### config.mk
export PLATFORM = sky130hd
export DESIGN_NAME = rom_loader
export DESIGN_NICKNAME = d
export VERILOG_FILES = /design/src/rtl/rom_loader_pkg.sv /design/src/rtl/rom_loader_asm.sv /design/src/rtl/rom_loader.sv
export SDC_FILE = /design/constraint.sdc
export NUM_CORES = 1
export LEC_CHECK = 0
export ABC_AREA = 1
export CORE_UTILIZATION = 35
export DETAILED_ROUTE_END_ITERATION = 10
export GPL_TIMING_DRIVEN = 0
export PLACE_DENSITY_LB_ADDON = 0.3
export SYNTH_ARGS = -nofsm -noshare
export SYNTH_HDL_FRONTEND = slang
export SYNTH_SLANG_ARGS = --single-unit
export TNS_END_PERCENT = 5
### constraint.sdc
create_clock -name clk -period 6.41 [get_ports clk]
set_input_delay 0.9615 -clock clk [delete_from_list [all_inputs] [get_ports clk]]
set_output_delay 0.9615 -clock clk [all_outputs]
set_load 0.05 [all_outputs]
### src/rtl/rom_loader_pkg.sv
// Shared definitions for the boot ROM loader: widths, FSM encoding,
// frame constants and the default load address.
package rom_loader_pkg;

    localparam int unsigned BYTE_W  = 8;
    localparam int unsigned WORD_W  = 32;
    localparam int unsigned LEN_W   = 16;
    localparam int unsigned IDX_W   = 2;
    localparam int unsigned LANES_W = WORD_W - BYTE_W;

    localparam logic [WORD_W-1:0] DEFAULT_BASE_ADDR = 32'h0000_0000;
    localparam int unsigned       DEFAULT_MAX_WORDS = 1024;

    // XOR of a whole valid frame, checksum byte included
    localparam logic [BYTE_W-1:0] CHK_RESIDUE = 8'h00;
    localparam logic [WORD_W-1:0] WORD_STRIDE = 32'd4;

    typedef enum logic [2:0] {
        ST_IDLE  = 3'd0,
        ST_LEN0  = 3'd1,
        ST_LEN1  = 3'd2,
        ST_DATA  = 3'd3,
        ST_WRITE = 3'd4,
        ST_CHK   = 3'd5,
        ST_DONE  = 3'd6,
        ST_ERR   = 3'd7
    } state_t;

endpackage

### src/rtl/rom_loader_asm.sv
// Byte-lane assembler and running XOR for the ROM loader.
// Ports: clr resets index and XOR; accept folds data into the XOR;
// lane_en stores data into the current lane and advances the index.
// word is the completed word assuming data is lane 3; word_full flags
// that the next lane byte completes the word; xor_zero flags that
// folding data now leaves a zero checksum.
module rom_loader_asm
    import rom_loader_pkg::*;
(
    input  logic              clk,
    input  logic              rst,
    input  logic              clr,
    input  logic              accept,
    input  logic              lane_en,
    input  logic [BYTE_W-1:0] data,
    output logic [WORD_W-1:0] word,
    output logic              word_full,
    output logic              xor_zero
);

    logic [IDX_W-1:0]   idx_q;
    logic [LANES_W-1:0] lanes_q;
    logic [BYTE_W-1:0]  xor_q;

    // Only lanes 0..2 are stored; lane 3 comes straight from data
    always_ff @(posedge clk or posedge rst) begin
        if (rst) begin
            idx_q   <= '0;
            lanes_q <= '0;
            xor_q   <= '0;
        end else if (clr) begin
            idx_q <= '0;
            xor_q <= '0;
        end else begin
            if (accept) begin
                xor_q <= xor_q ^ data;
            end
            if (lane_en) begin
                idx_q <= idx_q + IDX_W'(1);
                case (idx_q)
                    2'd0:    lanes_q[7:0]   <= data;
                    2'd1:    lanes_q[15:8]  <= data;
                    2'd2:    lanes_q[23:16] <= data;
                    default: ;
                endcase
            end
        end
    end

    assign word      = {data, lanes_q};
    assign word_full = (idx_q == IDX_W'(3));
    assign xor_zero  = ((xor_q ^ data) == CHK_RESIDUE);

endmodule

### src/rtl/rom_loader.sv
// Boot-time loader: receives a framed image (length, payload, checksum)
// over a valid/ready byte stream and writes little-endian 32-bit words
// into the instruction memory; releases the core hold once the frame's
// checksum is good.
// Ports: start_i arms a new frame; rx_* byte stream; inst_addr_o/inst_o/
// winst_en_o memory write port; busy_o/done_o/err_o status; hold_o core hold.
module rom_loader
    import rom_loader_pkg::*;
#(
    parameter logic [WORD_W-1:0] BASE_ADDR = DEFAULT_BASE_ADDR,
    parameter int unsigned       MAX_WORDS = DEFAULT_MAX_WORDS
) (
    input  logic              clk,
    input  logic              rst,
    input  logic              start_i,
    input  logic [BYTE_W-1:0] rx_data_i,
    input  logic              rx_valid_i,
    output logic              rx_ready_o,
    output logic [WORD_W-1:0] inst_addr_o,
    output logic [WORD_W-1:0] inst_o,
    output logic              winst_en_o,
    output logic              busy_o,
    output logic              done_o,
    output logic              err_o,
    output logic              hold_o
);

    state_t             state_q, state_d;
    logic               xfer;
    logic               asm_clr, asm_accept, asm_lane_en;
    logic [WORD_W-1:0]  asm_word;
    logic               asm_word_full, asm_xor_zero;
    logic [BYTE_W-1:0]  len_lo_q;
    logic [LEN_W-1:0]   len_q, cnt_q;
    logic [LEN_W-1:0]   len_c;

    assign rx_ready_o = (state_q == ST_LEN0) || (state_q == ST_LEN1) ||
                        (state_q == ST_DATA) || (state_q == ST_CHK);
    assign xfer  = rx_valid_i && rx_ready_o;
    assign len_c = {rx_data_i, len_lo_q};

    rom_loader_asm u_asm (
        .clk       (clk),
        .rst       (rst),
        .clr       (asm_clr),
        .accept    (asm_accept),
        .lane_en   (asm_lane_en),
        .data      (rx_data_i),
        .word      (asm_word),
        .word_full (asm_word_full),
        .xor_zero  (asm_xor_zero)
    );

    // Next-state and assembler control
    always_comb begin
        state_d     = state_q;
        asm_clr     = 1'b0;
        asm_accept  = 1'b0;
        asm_lane_en = 1'b0;
        case (state_q)
            ST_IDLE, ST_DONE, ST_ERR: begin
                if (start_i) begin
                    state_d = ST_LEN0;
                    asm_clr = 1'b1;
                end
            end
            ST_LEN0: begin
                if (xfer) begin
                    asm_accept = 1'b1;
                    state_d    = ST_LEN1;
                end
            end
            ST_LEN1: begin
                if (xfer) begin
                    asm_accept = 1'b1;
                    if (32'(len_c) > MAX_WORDS) begin
                        state_d = ST_ERR;
                    end else if (len_c == '0) begin
                        state_d = ST_CHK;
                    end else begin
                        state_d = ST_DATA;
                    end
                end
            end
            ST_DATA: begin
                if (xfer) begin
                    asm_accept  = 1'b1;
                    asm_lane_en = 1'b1;
                    if (asm_word_full) begin
                        state_d = ST_WRITE;
                    end
                end
            end
            ST_WRITE: begin
                state_d = (LEN_W'(cnt_q + LEN_W'(1)) == len_q) ? ST_CHK : ST_DATA;
            end
            ST_CHK: begin
                if (xfer) begin
                    asm_accept = 1'b1;
                    state_d    = asm_xor_zero ? ST_DONE : ST_ERR;
                end
            end
            default: state_d = ST_IDLE;
        endcase
    end

    // State, counters, address and registered outputs
    always_ff @(posedge clk or posedge rst) begin
        if (rst) begin
            state_q     <= ST_IDLE;
            len_lo_q    <= '0;
            len_q       <= '0;
            cnt_q       <= '0;
            inst_addr_o <= BASE_ADDR;
            inst_o      <= '0;
            winst_en_o  <= 1'b0;
            busy_o      <= 1'b0;
            done_o      <= 1'b0;
            err_o       <= 1'b0;
            hold_o      <= 1'b1;
        end else begin
            state_q    <= state_d;
            winst_en_o <= (state_d == ST_WRITE);
            busy_o     <= (state_d == ST_LEN0) || (state_d == ST_LEN1) ||
                          (state_d == ST_DATA) || (state_d == ST_WRITE) ||
                          (state_d == ST_CHK);
            done_o     <= (state_d == ST_DONE);
            err_o      <= (state_d == ST_ERR);
            hold_o     <= (state_d != ST_DONE);
            if (asm_clr) begin
                cnt_q       <= '0;
                inst_addr_o <= BASE_ADDR;
            end
            if ((state_q == ST_LEN0) && xfer) begin
                len_lo_q <= rx_data_i;
            end
            if ((state_q == ST_LEN1) && xfer) begin
                len_q <= len_c;
            end
            // Capture the word as its last byte arrives so it is stable during WRITE
            if (asm_lane_en && asm_word_full) begin
                inst_o <= asm_word;
            end
            if (state_q == ST_WRITE) begin
                inst_addr_o <= inst_addr_o + WORD_STRIDE;
                cnt_q       <= cnt_q + LEN_W'(1);
            end
        end
    end

endmodule
; ---- Word level (Yosys, flattened, before mapping)
; Cells that the tools add are included.
[word_totals]
register_bits = 146
input_bits = 12
output_inout_bits = 70
wordCells = 88
[op_classes]
add_sub_neg = 3
n_lt_le_gt_ge = 1
n_eq_ne = 19
muxes = 24
n_bitwise = 2
reduce_logical = 23
[ops]
columns = cell, count
row1 = two-way mux 32 bit, 2
row2 = adder 32 x 3 -> 32 bit (second input constant), 1
row3 = two-way mux 16 bit, 2
row4 = two-way mux 3 bit, 9
row5 = == test 3 bit (second input constant), 8
row6 = one-hot mux 3 bit (6 select lines), 1
row7 = adder 16 x 1 -> 16 bit (second input constant), 1
row8 = == test 16 bit, 1
row9 = greater-than comparator 16 x 11 -> 1 bit (second input constant), 1
row10 = zero test 16 bit, 1
row11 = two-way mux 8 bit, 2
row12 = == test 3 x 2 -> 1 bit (second input constant), 4
row13 = AND reduction 3 bit, 3
row14 = zero test 8 bit, 1
row15 = XOR 8 bit, 1
row16 = logical OR 1 bit, 7
row17 = == test 3 x 1 -> 1 bit (second input constant), 2
row18 = two-way mux 1 bit, 6
row19 = nonzero test 2 bit, 3
row20 = == test 2 bit (second input constant), 2
row21 = logical AND 1 bit, 4
row22 = two-way mux 2 bit, 2
row23 = OR reduction 4 bit, 1
row24 = zero test 3 bit, 1
row25 = 6 further kinds, 6

; ---- Longest topological paths before layout
; Gate-level depths: netlist of run 1.
[logic_depth]
word_depth = 12
depth_mapped = 17
mapped_depth_nobuf = 17

; ---- Hierarchy
; A second synthesis of run 1 with hierarchy kept.
[hier_totals]
hier_cells = 903
area_unflattened_um2 = 7243.2
[by_module_without_submodules]
columns = mod, n_inst, cells_each, area_each_um2, seq_area_each_um2
row1 = rom_loader, 1, 726, 5557.8, 2753.9
row2 = rom_loader_asm, 1, 177, 1685.4, 850.8

; ---- Worst setup path after synthesis of run 1
; OpenSTA, ideal clock, no wires.
[synth_path]
path_type = flip-flop to flip-flop
start = register inst_addr_o[2]
end = register inst_addr_o[30]
setup_time_ps = 123
t_arrival_ps = 2157
required_time_ps = 6287
slack_ps = 4130
path_stages_with_launch = 15
n_path_buf = 0
synth_period_minus_slack_ps = 2280
cell_sequence = dfrtp_1 ha_1 nand3_1 nor2_1 nand3_2 nor2_4 nand2_2 nor2_4 nand3_1 nor2_2 inv_2 nor2_4 nand3_1 nor2_1 a21oi_1
[synth_via]
elab_chain_cells = 2
[synth_rtl]
columns = element, line
row1 = start: declaration, rom_loader.sv:19  ; output logic [WORD_W-1:0] inst_addr_o,
row2 = start signal: assignment, rom_loader.sv:145  ; inst_addr_o <= inst_addr_o + WORD_STRIDE;
row3 = adder 32 x 3 -> 32 bit, rom_loader.sv:145
row4 = two-way mux 32 bit, rom_loader.sv:144  ; if (state_q == ST_WRITE) begin
; Every way passes these cells.
; A chain may end at the register's enable or synchronous reset.

; ---- Worst setup path in the final report of run 1
[layout_path]
start = register state_q[0]
end = output rx_ready_o
[layout_via]
elab_chain_cells = 4
elab_cells_between_ends = 7
classes_between = eq/ne (4) / reduce/logical (3)
[layout_rtl]
columns = element, line
row1 = start: declaration, rom_loader.sv:28  ; state_t state_q, state_d;
row2 = start signal: assignment, rom_loader.sv:122  ; state_q <= state_d;
row3 = == test 3 x 1 -> 1 bit or == test 3 x 2 -> 1 bit (tied branches), rom_loader.sv:37  ; assign rx_ready_o = (state_q == ST_LEN0) || (state_q == ST_LEN1) ||
row4 = logical OR 1 bit (2 in a row), rom_loader.sv:37
row5 = logical OR 1 bit *, rom_loader.sv:38  ; (state_q == ST_DATA) || (state_q == ST_CHK);
row6 = end: declaration, rom_loader.sv:18  ; output logic rx_ready_o,
; Every way passes the cells marked *; elsewhere a longest branch is shown, timed or not.

==> key figures, run 1 <==
Floorplan
  • Die Span Y: 142 um
  • Die area: 0.0201 mm2
  • Total core area: 0.0189 mm2
  • Initial Util: 36.2%
  • Core Rows: 50
  • Die width: 142 um
  • Boundary pin count: 82

Hold path
  • Hold Crit Class: reg2reg

Global routing
  • Gr ovfl total: 0
  • Vias in the first global route: 5359
  • First-pass GRT wire length: 27000 um
  • Initial antenna violation count: 0
  • Gr usage total: 17.2%
  • Largest net degree at the start of global routing: 84

CTS
  • Clk buf depth: 2
  • Postcts setup bufs: 0
  • CTS clk-pin slew, worst paths: 0.06 ns
  • CTS Buf Count: 17
  • CTS root buf: clkbuf_16
  • H-Tree Depth: 4
  • Post_cts resized: 0
  • Hold Buf Count CTS: 0
  • CTS sink cnt: 144
  • CTS tree: done
  • Clk Latency, worst-skew pair: 0.42 ns

Synthesis
  • Mux contribution to synthesized area: 0.733%
  • Synth Area in Simple Gates: 28.2%
  • Mean area per synthesized cell: 8.20 um2
  • Warnings, synthesis: 0
  • FF+latch count, synth: 144
  • Synth Area in Adders: 1.10%
  • Synthesized area: 0.00683 mm2
  • XOR/XNOR share of the synthesized area: 1.61%
  • Number of synthesized flops with an enable pin: 0
  • Cell count after synthesis: 833
  • Prevailing post-synth register cell: dfrtp_1
  • Post-synthesis sequential area ratio: 52.8%
  • Synth cell types: 36
  • Largest family of logic cells by synthesized area: simple AND/OR/NAND/NOR gates
  • Complex-gate fraction of the synthesized area: 9.18%
  • Ys async rst share: 100%

Pwr
  • Maximum vdd drop: 0.217 mV
  • Sw Pwr: 1330 uW
  • Seq pwr share: 39.1%
  • P_int: 2080 uW
  • P_leak: 0.00402 uW
  • Switching Fraction: 39.0%
  • Comb power frac: 32.9%
  • Clock power frac: 27.9%
  • Pwr Density: 398 mW/mm2

Detailed routing
  • Routed WL: 16400 um
  • DR pass1 iterations: 5
  • Post-DR vias/cell: 4.72
  • Avg WL per Cell: 13.6 um
  • Post-DRT Antenna Nets: 0
  • Starting DRT DRC Count: 359
  • # DRC: 0
  • Via count: 5688

STA
  • Final Max Slew Viols: 0
  • Rel. slew slack: 48.1%
  • Setup TNS Final: 0 ns
  • Worst Max-Slew Pin Slew: 0.778 ns
  • Period utilisation layout: 47.1%
  • Clk_skew: 0.00815 ns
  • Unrepaired setup endpoints after global routing: false
  • Max frequency: 0.331 GHz
  • Final Setup Violations: 0
  • Fin crit period: 3.02 ns
  • Fin. Hold Viols: 0

Finish
  • ANT cells: 0
  • Layout cells sized above 1: 8.14%
  • Layout overhead on the synthesized area: 25.2%
  • Non-Filler Instances: 1206
  • Fill count: 1921
  • Final Cell Area: 0.00855 mm2
  • Final net count: 951

Placement
  • Placed Cells: 1174
  • RD Place Congestion: 0.814
  • # port buffers: 79
  • Post-DP HPWL: 11600 um
  • Placed Area: 0.00798 mm2

Worst setup path
  • WS Path Type: reg2out
  • Worst-path maximum fanout: 5
  • Critical Path End Type: primary output
  • Crit path DAT: 2.06 ns
  • CP startpoint kind: flop
  • Worst Path Required: 5.45 ns

Status
  • Status: complete, no violations

Run
  • Max Cap Violations: 0
cells by family after synthesis:
kind of cell,count (synthesis)
adders and majority gates,6
muxes,5
and+or+nand+nor,436
xor gates and xnor gates,11
buffers and inverters,112
other,1
AOI/OAI and AO/OA,118
DFF,144
per-layer routing:
layer  vias to the layer above  routed length, um  track usage [%]
met1                      2680               8000             23.6
met4                         0                228             6.00
met3                        18                583             3.68
met5                         -                  0                0
li1                       2901                  -                -
met2                        89               7630             26.8
flip-flops by register name, indices dropped and copies added, names as in the netlist:
signal and count:
busy_o 1, err_o 1, winst_en_o 1, u_asm.xor_q 8, u_asm.idx_q 2, inst_o 32, cnt_q 16, inst_addr_o 30
state_q 3, len_q 16, len_lo_q 8, done_o 1, hold_o 1, u_asm.lanes_q 24
layout by cell type, fill, tap and decap left out, types with 6 or more instances in the layout:
master and n:
clkdlybuf4s50_1 79, nand3_1 60, inv_1 78, nor2_2 9
dfrtp_1 143, nor2_4 9, o21ai_0 78, clkbuf_1 18
ha_1 6, inv_2 9, o22ai_1 12, nor2_1 38
clkbuf_16 17, nand3b_1 8, a21oi_1 17, nand4_1 14
nor3_1 6, nand2_1 280
final cells by class:
type / instances / area [um2] / area share (%)
inverter: 89 / 339 / 3.96
clock inverter: 14 / 133 / 1.55
sequential: 144 / 3600 / 42.1
clock buffer: 18 / 439 / 5.13
multi-input combinational: 578 / 2800 / 32.7
tap: 260 / 325 / 3.80
timing repair buffer: 80 / 818 / 9.57
buffer: 23 / 97.6 / 1.14
worst max-delay path, stage by stage, from the launching register on:
cell,delay [ns]
dfrtp_1,0.47
inv_2,0.10
nor2_2,0.13
nor2_2,0.08
inv_1,0.07
clkdlybuf4s50_1,0.80
per-stage QoR:
stage | hold slack, ns | util, % | worst slack [ns] | power [uW]
global route | 0.496 | 45.3 | 3.30 | 3620
finish | 0.471 | 45.3 | 3.39 | 3400
global placement | 0.455 | 42.1 | -0.663 | 2450
floorplan | 0.450 | - | 1.58 | 2110
CTS | 0.473 | 45.3 | 3.37 | 3430
detailed placement | 0.460 | 42.3 | 3.40 | 2470
Yosys cell counts, types with 3 or more instances:
cell	n	area [um2]
xnor2_1	5	43.8
nor2_1	38	143
a31oi_1	3	18.8
dfrtp_1	143	3580
nand2_1	280	1050
nor3_1	6	30.0
buf_2	3	15.0
nand3_1	60	300
a21oi_1	17	85.1
clkbuf_1	18	67.6
inv_2	9	33.8
nand3b_1	8	60.1
mux2i_1	5	50.1
nor2_4	9	101
o21ai_0	78	390
a22oi_1	3	22.5
o22ai_1	12	75.1
xor2_1	5	43.8
ha_1	6	75.1
nor2_2	9	56.3
nand2_2	3	18.8
inv_1	79	297
nand3_2	4	40.0
nor4_1	3	18.8
nand4_1	14	87.6
final timing paths:
check	from	to	slack (ns)	depth (start not counted)
worst max-delay path	state_q[0]	rx_ready_o	3.39	5
worst min-delay path	inst_o[13]	inst_o[13]	0.47	2
worst max register to register	state_q[0]	cnt_q[5]	4.00	9
worst min register to register	inst_o[13]	inst_o[13]	0.47	2
max in group asynchronous	rst	cnt_q[5]	4.55	3
min in group asynchronous	rst	winst_en_o	1.09	2
power by group through the flow:
stage | Combinational, uW | Clock (uW) | Sequential (uW)
finish | 1120 | 951 | 1330
global placement | 1110 | 0 | 1340
floorplan | 560 | 0 | 1550
detailed placement | 1130 | 0 | 1340
CTS | 1140 | 969 | 1330
global route | 1240 | 1010 | 1360
Note: power is estimated with default switching activity, not from simulation.
==> inputs of run 2 (changes only) <==
Clock period 6.41 ns to 3 ns, I/O delays scaled along.
==> key figures, run 2 (synthesis results as in run 1) <==
Floorplan
  • Die Span Y: 142 um (unchanged)
  • Boundary pin count: 82 (unchanged)
  • Die width: 142 um (unchanged)
  • Die area: 0.0201 mm2 (unchanged)
  • Total core area: 0.0189 mm2 (unchanged)
  • Core Rows: 50 (unchanged)
  • Initial Util: 36.2% (unchanged)

STA
  • Period utilisation layout: 83.7%
  • Max frequency: 0.398 GHz
  • Rel. slew slack: 58.5% (+10 points)
  • Final Max Slew Viols: 0 (unchanged)
  • Unrepaired setup endpoints after global routing: false
  • Fin crit period: 2.51 ns
  • Hold WS: 0.445 ns (-0.0255 ns)
  • Worst Max-Slew Pin Slew: 0.623 ns (-0.155 ns)
  • Clk_skew: 0.00901 ns (+0.000855 ns)
  • Final Setup Violations: 0 (unchanged)
  • Fin. Hold Viols: 0 (unchanged)

Detailed routing
  • Starting DRT DRC Count: 346 (-3.6%)
  • Post-DR vias/cell: 4.79 (+1.6%)
  • DR pass1 iterations: 4 (-1)
  • Routed WL: 16700 um (+1.2%)
  • # DRC: 0 (unchanged)
  • Post-DRT Antenna Nets: 0 (unchanged)
  • Via count: 5791 (+1.8%)
  • Avg WL per Cell: 13.8 um (+0.99%)

Worst setup path
  • Worst-path maximum fanout: 5 (unchanged)
  • CP startpoint kind: flop
  • Critical Path End Type: primary output
  • WS Path Type: reg2out
  • Worst Path Required: 2.55 ns (-2.90 ns)
  • R2R setup slack: 0.56 ns (-3.44 ns)
  • Crit path DAT: 2.06 ns (about the same)

Global routing
  • First-pass GRT wire length: 28000 um (+3.7%)
  • Vias in the first global route: 5575 (+4.0%)
  • Gr ovfl total: 0 (unchanged)
  • Largest net degree at the start of global routing: 36 (-57%)
  • Gr usage total: 17.8% (+0.64 points)
  • Initial antenna violation count: 0 (unchanged)

Run
  • Max Cap Violations: 0 (unchanged)

Placement
  • # port buffers: 79 (unchanged)
  • Post-DP HPWL: 12200 um (+4.6%)
  • RD Place Congestion: 0.805 (-1.0%)

Finish
  • Layout overhead on the synthesized area: 26.2%
  • Final net count: 954 (+0.32%)
  • Commonest cells after routing, fill and taps aside: nand2_1, dfrtp_1, clkdlybuf4s50_1, inv_1, o21ai_0
  • Largest registers: inst_o (32), inst_addr_o (30), u_asm.lanes_q (24)
  • Commonest non-fill, non-tap cell in the layout: nand2_1
  • Reg with most FFs: inst_o
  • Final core occ: 45.6% (+0.33 points)
  • Max FFs per register: 32 (unchanged)
  • ANT cells: 0 (unchanged)
  • Layout cells sized above 1: 8.43% (+0.29 points)
  • Fill count: 1883 (-2.0%)

Pwr
  • P_leak: 0.00406 uW (+0.84%)
  • Maximum vdd drop: 0.477 mV (+120%)
  • Pwr Density: 853 mW/mm2 (+110%)

CTS
  • Postcts setup bufs: 0 (unchanged)
  • Post_cts resized: 0 (unchanged)
  • Clk buf depth: 2 (unchanged)
  • Hold Buf Count CTS: 0 (unchanged)
  • Clk Latency, worst-skew pair: 0.43 ns (about the same)
  • CTS Buf Count: 17 (unchanged)
  • CTS sink cnt: 144 (unchanged)
  • H-Tree Depth: 4 (unchanged)
  • CTS tree: done
  • CTS clk-pin slew, worst paths: 0.07 ns (about the same)
  • CTS root buf: clkbuf_16

Status
  • Status: complete, no violations

Hold path
  • Hold Crit Class: in2async
[run 2: cell types whose count changed in the layout (fill, tap and decap cells not counted)]
cell        delta
clkinv_2       -1
inv_6          +2
buf_12         +4
inv_8          +2
clkinvlp_4     -1
clkinv_4       -2
buf_16         -1
[run 2: stage by stage]
step                std cells  total power [uW]  TNS [ns]  setup WS (ns)  instance area, um2
finish                   1209              7350         0          0.488                8620
global placement         1173              5250    -91.50         -0.652                7950
floorplan                 834              4510         0          0.720                6840
CTS                      1209              7420         0          0.460                8620
global route             1209              7800         0          0.379                8620
detailed placement       1177              5310         0          0.440                8030
[run 2: report_power, final]
part           leakage (uW)  total, uW  internal [uW]  switching (uW)
clock network      0.000287       2090           1190             898
logic               0.00185       2420            795            1620
registers           0.00192       2850           2480             369
[run 2: final timing paths]
kind / endpoint / start / depth (start not counted)
worst max-delay path: rx_ready_o / state_q[0] / 5
worst min-delay path: cnt_q[9] / rst / 2
worst max register to register: cnt_q[13] / state_q[0] / 9
worst min register to register: inst_o[17] / inst_o[17] / 2
max in group asynchronous: state_q[0] / rst / 5
min in group clk: inst_o[17] / inst_o[17] / 2
[run 2: cell type report]
type / count / area (um2) / area share (%)
plain buffers: 23 / 97.6 / 1.13
clock inverters: 14 / 144 / 1.67
multi-input cells: 578 / 2800 / 32.5
clock buffers: 18 / 439 / 5.10
repair buffers: 83 / 871 / 10.1
inverters: 89 / 338 / 3.92
well taps: 260 / 325 / 3.78
flip-flops and latches: 144 / 3600 / 41.8
[run 2: layer usage]
layer / up-vias / GRT usage (%) / share of wire [%]
met5: - / 0 / 0
met4: 0 / 6.11 / 1.5
met3: 24 / 3.81 / 3.5
met2: 94 / 28.1 / 47
met1: 2767 / 24.4 / 48
li1: 2906 / - / -
[run 2: critical path: stages, from the launching register on]
cell and delay [ns]:
dfrtp_1 0.47, inv_2 0.10, nor2_2 0.12, nor2_2 0.07, inv_1 0.08, clkdlybuf4s50_1 0.80
